<file path="config.mk">
export PLATFORM = sky130hd
export DESIGN_NAME = proj_fm_feeder
export DESIGN_NICKNAME = d
export VERILOG_FILES = /design/src/rtl/proj_fm_feeder.sv
export SDC_FILE = /design/constraint.sdc
export NUM_CORES = 1
export LEC_CHECK = 0
export CAP_MARGIN = 20
export CELL_PAD_IN_SITES_DETAIL_PLACEMENT = 0
export CELL_PAD_IN_SITES_GLOBAL_PLACEMENT = 1
export CORE_AREA = 2 2 89 134
export CTS_CLUSTER_DIAMETER = 80
export CTS_CLUSTER_SIZE = 10
export DETAILED_ROUTE_END_ITERATION = 12
export DIE_AREA = 0 0 91 136
export DONT_BUFFER_PORTS = 1
export HOLD_SLACK_MARGIN = 0.03
export MAX_ROUTING_LAYER = met4
export PLACE_DENSITY = 0.82
export REMOVE_ABC_BUFFERS = 1
export SLEW_MARGIN = 25
export SYNTH_ARGS = -nofsm -noshare
export SYNTH_HDL_FRONTEND = slang
export SYNTH_SLANG_ARGS = --single-unit
</file>
<file path="constraint.sdc">
create_clock -name clk -period 10.5 [get_ports clk]
set_input_delay 2.1 -clock clk [delete_from_list [all_inputs] [get_ports clk]]
set_output_delay 2.1 -clock clk [all_outputs]
set_load 0.02 [all_outputs]
</file>
<file path="src/rtl/proj_fm_feeder.sv">
// Write-side feeder for the fragment-memory double buffer: unpacks stream words into
// DATA_BITS symbols and drives FM write data and swap requests in step with the FM address.
`timescale 1ns/1ps
module proj_fm_feeder #(
  parameter int DATA_BITS      = 2,
  parameter int FM_BUFFER_SIZE = 32,
  parameter int IN_WIDTH       = 32
) (
  input  logic                 clk,
  input  logic                 rst,
  input  logic [IN_WIDTH-1:0]  s_data,
  input  logic                 s_valid,
  input  logic                 s_last,
  output logic                 s_ready,
  input  logic                 fm_wait,
  input  logic                 swap_ok,
  output logic [DATA_BITS-1:0] fm_wdata,
  output logic                 fm_chg_idx,
  output logic                 rd_buf_valid,
  output logic                 rd_buf_last,
  output logic                 sync_err
);

  localparam int WORDS        = FM_BUFFER_SIZE * DATA_BITS / IN_WIDTH;
  localparam int WCNT_W       = (WORDS > 1) ? $clog2(WORDS) : 1;
  localparam int CNT_W        = (FM_BUFFER_SIZE > 1) ? $clog2(FM_BUFFER_SIZE) : 1;
  localparam int SYM_PER_WORD = IN_WIDTH / DATA_BITS;

  localparam logic [WCNT_W-1:0] WCNT_LAST    = WCNT_W'(WORDS - 1);
  localparam logic [CNT_W-1:0]  CNT_PRE_TAIL = CNT_W'(FM_BUFFER_SIZE - 2);

  localparam logic [0:0] ST_STREAM = 1'b0;
  localparam logic [0:0] ST_SWAP   = 1'b1;

  logic [IN_WIDTH-1:0]  stg_word [WORDS];
  logic [WCNT_W-1:0]    wcnt;
  logic                 stg_full;
  logic                 stg_last;

  logic [IN_WIDTH-1:0]  act_word [WORDS];
  logic                 act_valid;
  logic                 act_last;
  logic [DATA_BITS-1:0] act_sym  [FM_BUFFER_SIZE];

  logic [CNT_W-1:0]     cnt;
  logic                 drain;
  logic [0:0]           state;

  logic                 accept;
  logic                 fire;

  for (genvar k = 0; k < FM_BUFFER_SIZE; k++) begin : g_sym
    assign act_sym[k] = act_word[k / SYM_PER_WORD][(k % SYM_PER_WORD) * DATA_BITS +: DATA_BITS];
  end

  assign s_ready    = ~stg_full;
  assign accept     = s_valid & s_ready;
  assign fire       = (state == ST_SWAP) & fm_wait & swap_ok & (stg_full | drain);
  assign fm_chg_idx = fire;
  // cnt parks at the tail index while in SWAP, so one select covers both states
  assign fm_wdata   = act_sym[cnt];

  // Staging loader: fills one buffer's worth of words, zero-filling after an early s_last
  always_ff @(posedge clk or posedge rst) begin
    if (rst) begin
      wcnt     <= '0;
      stg_full <= 1'b0;
      stg_last <= 1'b0;
      for (int i = 0; i < WORDS; i++) stg_word[i] <= '0;
    end else if (fire && stg_full) begin
      stg_full <= 1'b0;
      stg_last <= 1'b0;
    end else if (accept) begin
      for (int i = 0; i < WORDS; i++) begin
        if (WCNT_W'(i) == wcnt)
          stg_word[i] <= s_data;
        else if (s_last && (WCNT_W'(i) > wcnt))
          stg_word[i] <= '0;
      end
      if (s_last || (wcnt == WCNT_LAST)) begin
        stg_full <= 1'b1;
        stg_last <= s_last;
        wcnt     <= '0;
      end else begin
        wcnt <= wcnt + 1'b1;
      end
    end
  end

  // Stream/swap sequencer: follows the FM write address and hands staging over on a swap
  always_ff @(posedge clk or posedge rst) begin
    if (rst) begin
      state        <= ST_STREAM;
      cnt          <= '0;
      drain        <= 1'b0;
      act_valid    <= 1'b0;
      act_last     <= 1'b0;
      rd_buf_valid <= 1'b0;
      rd_buf_last  <= 1'b0;
      sync_err     <= 1'b0;
      for (int i = 0; i < WORDS; i++) act_word[i] <= '0;
    end else begin
      if (((state == ST_STREAM) && fm_wait) || ((state == ST_SWAP) && !fm_wait))
        sync_err <= 1'b1;

      case (state)
        ST_STREAM: begin
          cnt <= cnt + 1'b1;
          if (cnt == CNT_PRE_TAIL) state <= ST_SWAP;
        end
        ST_SWAP: begin
          if (fire) begin
            rd_buf_valid <= act_valid;
            rd_buf_last  <= act_last;
            if (stg_full) begin
              act_word  <= stg_word;
              act_valid <= 1'b1;
              act_last  <= stg_last;
              drain     <= stg_last;
            end else begin
              for (int i = 0; i < WORDS; i++) act_word[i] <= '0;
              act_valid <= 1'b0;
              act_last  <= 1'b0;
              drain     <= 1'b0;
            end
            cnt   <= '0;
            state <= ST_STREAM;
          end
        end
        default: begin
          state <= ST_STREAM;
          cnt   <= '0;
        end
      endcase
    end
  end

endmodule
</file>
==> impl_metrics.tcl <==
set metrics [dict create \
    rsz0062_at_grt "no" \
    p_per_area_nw_per_um2 305 \
    cp_slowest_cell "inv_1" \
    final_max_slew_viol_count 0 \
    area_delta_synth_final_pct 10.1 \
    critPathArrivalTime_ns 2.73 \
    grt_max_degree 135 \
    drt_iter0_drc 257 \
    io_buffer_count 0 \
    cts_root_buf "clkbuf_16" \
    critical_path_class "in2out" \
    status "complete, no violations" \
    cts.path.max_buffers 2 \
    yosysWarnings 0 \
    min_path_type "reg2reg" \
    whs_ns 0.474 \
    critical_path.top_delay_family "buffers and inverters" \
    cpPeakStageDelay_ns 0.35 \
    crit_path_start_kind "input port" \
    gp_congestion 0.754 \
    post_drt_wl_per_cell_um 17.4 \
    cts.reportedPaths.clkPinSlew_ns 0.05 \
    numCtsBuffers 17 \
    ys_dominant_reg_cell "dfrtp_1" \
    antennaDiodeCount 0 \
    final_cell_area_um2 6630 \
    ff2ff_setup_slack_ns 8.01 \
    num_vias 3828 \
    swShare_pct 31.9 \
    timing_hold_violations_final 0 \
    cts_tree "yes" \
    fmax_ghz 0.207 \
    synth_top_area_share_pct 59.0 \
    hpwl_mm 7.40 \
    period_needed_ns 4.83 \
    drv_cap 0 \
    critPathBufInv 1 \
    final_common_cell "dfrtp_1" \
    layout-drive-gt1-share_pct 16.4 \
    worst-r2r-cell-count 5 \
    ctsResizeCount 0 \
    cp_cell_sequence "ha_1 -> o211ai_2 -> inv_1" \
    ant_nets 0 \
    ys_ff_latch 142 \
    yosys.cell_types.count 41 \
    postCtsSetupBuffers 0 \
    pwr-share-comb_pct 24.6 \
    synth_edf_count 0 \
    die_w_um 91 \
    setup_viol 0 \
    layout_common_cells "dfrtp_1, nand2_1, o21ai_0" \
    finalClockSkew_ns 0.0189 \
    cts_hold_buf 0 \
    cp_max_fo 4 \
    critPathRequiredTime_ns 8.40 \
    yosys-top-cells-area "dfrtp_1, nand2_1, mux2_2" \
    path_depth 3 \
    seq_power_share_pct 47.1 \
    setup-tns-final_ns 0 \
    grt_usage_pct 21.0 \
    gr-total-overflow 0 \
    clkPwrFrac_pct 28.3 \
    cp-end-kind "output pin" \
    syn_area_um2 6020 \
    switching_power_w 0.000644 \
    p_leak_nw 2.99 \
    cts_sinks 142 \
    num_rows 48 \
    routed_wl_mm 11.8 \
    dr.pass1.iters 4 \
    die_area_um2 12400 \
    via_per_inst 5.67 \
    grt_antenna_before_repair 0 \
    drc_errors 0 \
    finalPower_w 0.00202 \
    period_share_pct 46.0 \
    layout.nets 554 \
    grt_pass1_wl_mm 19.7 \
    clk_latency_ns 0.42 \
    ios 45 \
    syn_inst 530 \
    worst_pin_slew_ns 0.940 \
    coreArea_um2 11300 \
    syn-mean-instance-area_um2 11.4 \
    die_y_um 136 \
    yosysTopAreaCell "dfrtp_1" \
    slew_headroom_pct 37.3 \
    ir_drop_mv 0.147 \
    yosysSeqAreaShare_pct 59.0 \
    place_area_um2 6060 \
    start_util_pct 53.3 \
    first_global_vias 3907 \
    h-tree-depth 4 \
    async_flop_share_pct 100 \
    p_int_w 0.00138 \
    hold_depth 2 \
]
[power by group through the flow]
stage          Clock [W]  Combinational [W]  Sequential (W)
6_report        0.000572           0.000496        0.000951
2_1_floorplan          0           0.000384        0.000917
4_1_cts         0.000583           0.000505        0.000953
5_1_grt         0.000604           0.000560        0.000985
3_5_place_dp           0           0.000503        0.000960
3_3_place_gp           0           0.000485        0.000949
[logic make-up after synthesis]
family          count (synthesis)  share of synthesized area, %
simple gates                  156                          10.3
fa+ha+maj                       3                         0.624
xor+xnor                        1                         0.146
compound gates                126                          13.4
mux                            56                          12.6
buf+inv                        46                          3.82
flops                         142                          59.0
[cell usage after synthesis (2+ instances only)]
cell type,number
nor2b_1,2
buf_2,9
mux2_2,36
o21ai_1,5
mux2i_1,8
dfrtp_1,142
a22o_1,32
nand2_1,134
a22oi_1,5
mux4_2,7
mux4_1,4
o21ai_0,69
and2_1,2
buf_4,10
or2_2,2
inv_1,5
ha_1,3
clkbuf_1,20
o221ai_1,2
nand3_1,4
nor2_1,6
a31oi_1,2
o22ai_1,2
a21oi_1,2
[final timing paths]
check	startpoint	to
max	fm_wait	fm_chg_idx
min	act_sym[16]$_DFFE_PP0P_	act_sym[16]$_DFFE_PP0P_
max reg2reg	stg_full$_DFFE_PP0P_	rd_buf_last$_DFFE_PP0P_
min reg2reg	act_sym[16]$_DFFE_PP0P_	act_sym[16]$_DFFE_PP0P_
max in group asynchronous	rst	stg_full$_DFFE_PP0P_
min in group asynchronous	rst	stg_word[24]$_DFFE_PP0P_
[layout make-up]
| class | instances | area, um^2 |
|---|---|---|
| clock buffer | 20 | 447 |
| clock inverter | 11 | 118 |
| fill | 990 | 4660 |
| inverter | 5 | 23.8 |
| multi-input combinational | 342 | 2260 |
| sequential | 142 | 3550 |
| tap | 150 | 188 |
| timing repair buffer | 5 | 41.3 |
[metrics by stage]
stage	worst slack [ns]	instances	utilization, %
floorplan	4.59	489	-
global placement	5.76	644	53.6
detailed placement	5.67	644	53.7
CTS	5.67	675	58.7
global route	5.64	675	58.7
finish	5.67	675	58.7
[routing by layer]
metal | GRT usage, % | vias to the layer above | part of all wire, %
li1 | - | 1826 | -
met1 | 25.6 | 1928 | 43
met2 | 34.6 | 63 | 52
met3 | 4.77 | 11 | 3.9
met4 | 7.91 | 0 | 1.4
met5 | - | - | 0
[tightest hold or removal path, cell delays in order, from the launching register on]
cell and delay (ns):
dfrtp_1 0.33, nand2_1 0.05, o21ai_0 0.06
Power figures use the tool's default switching activity.
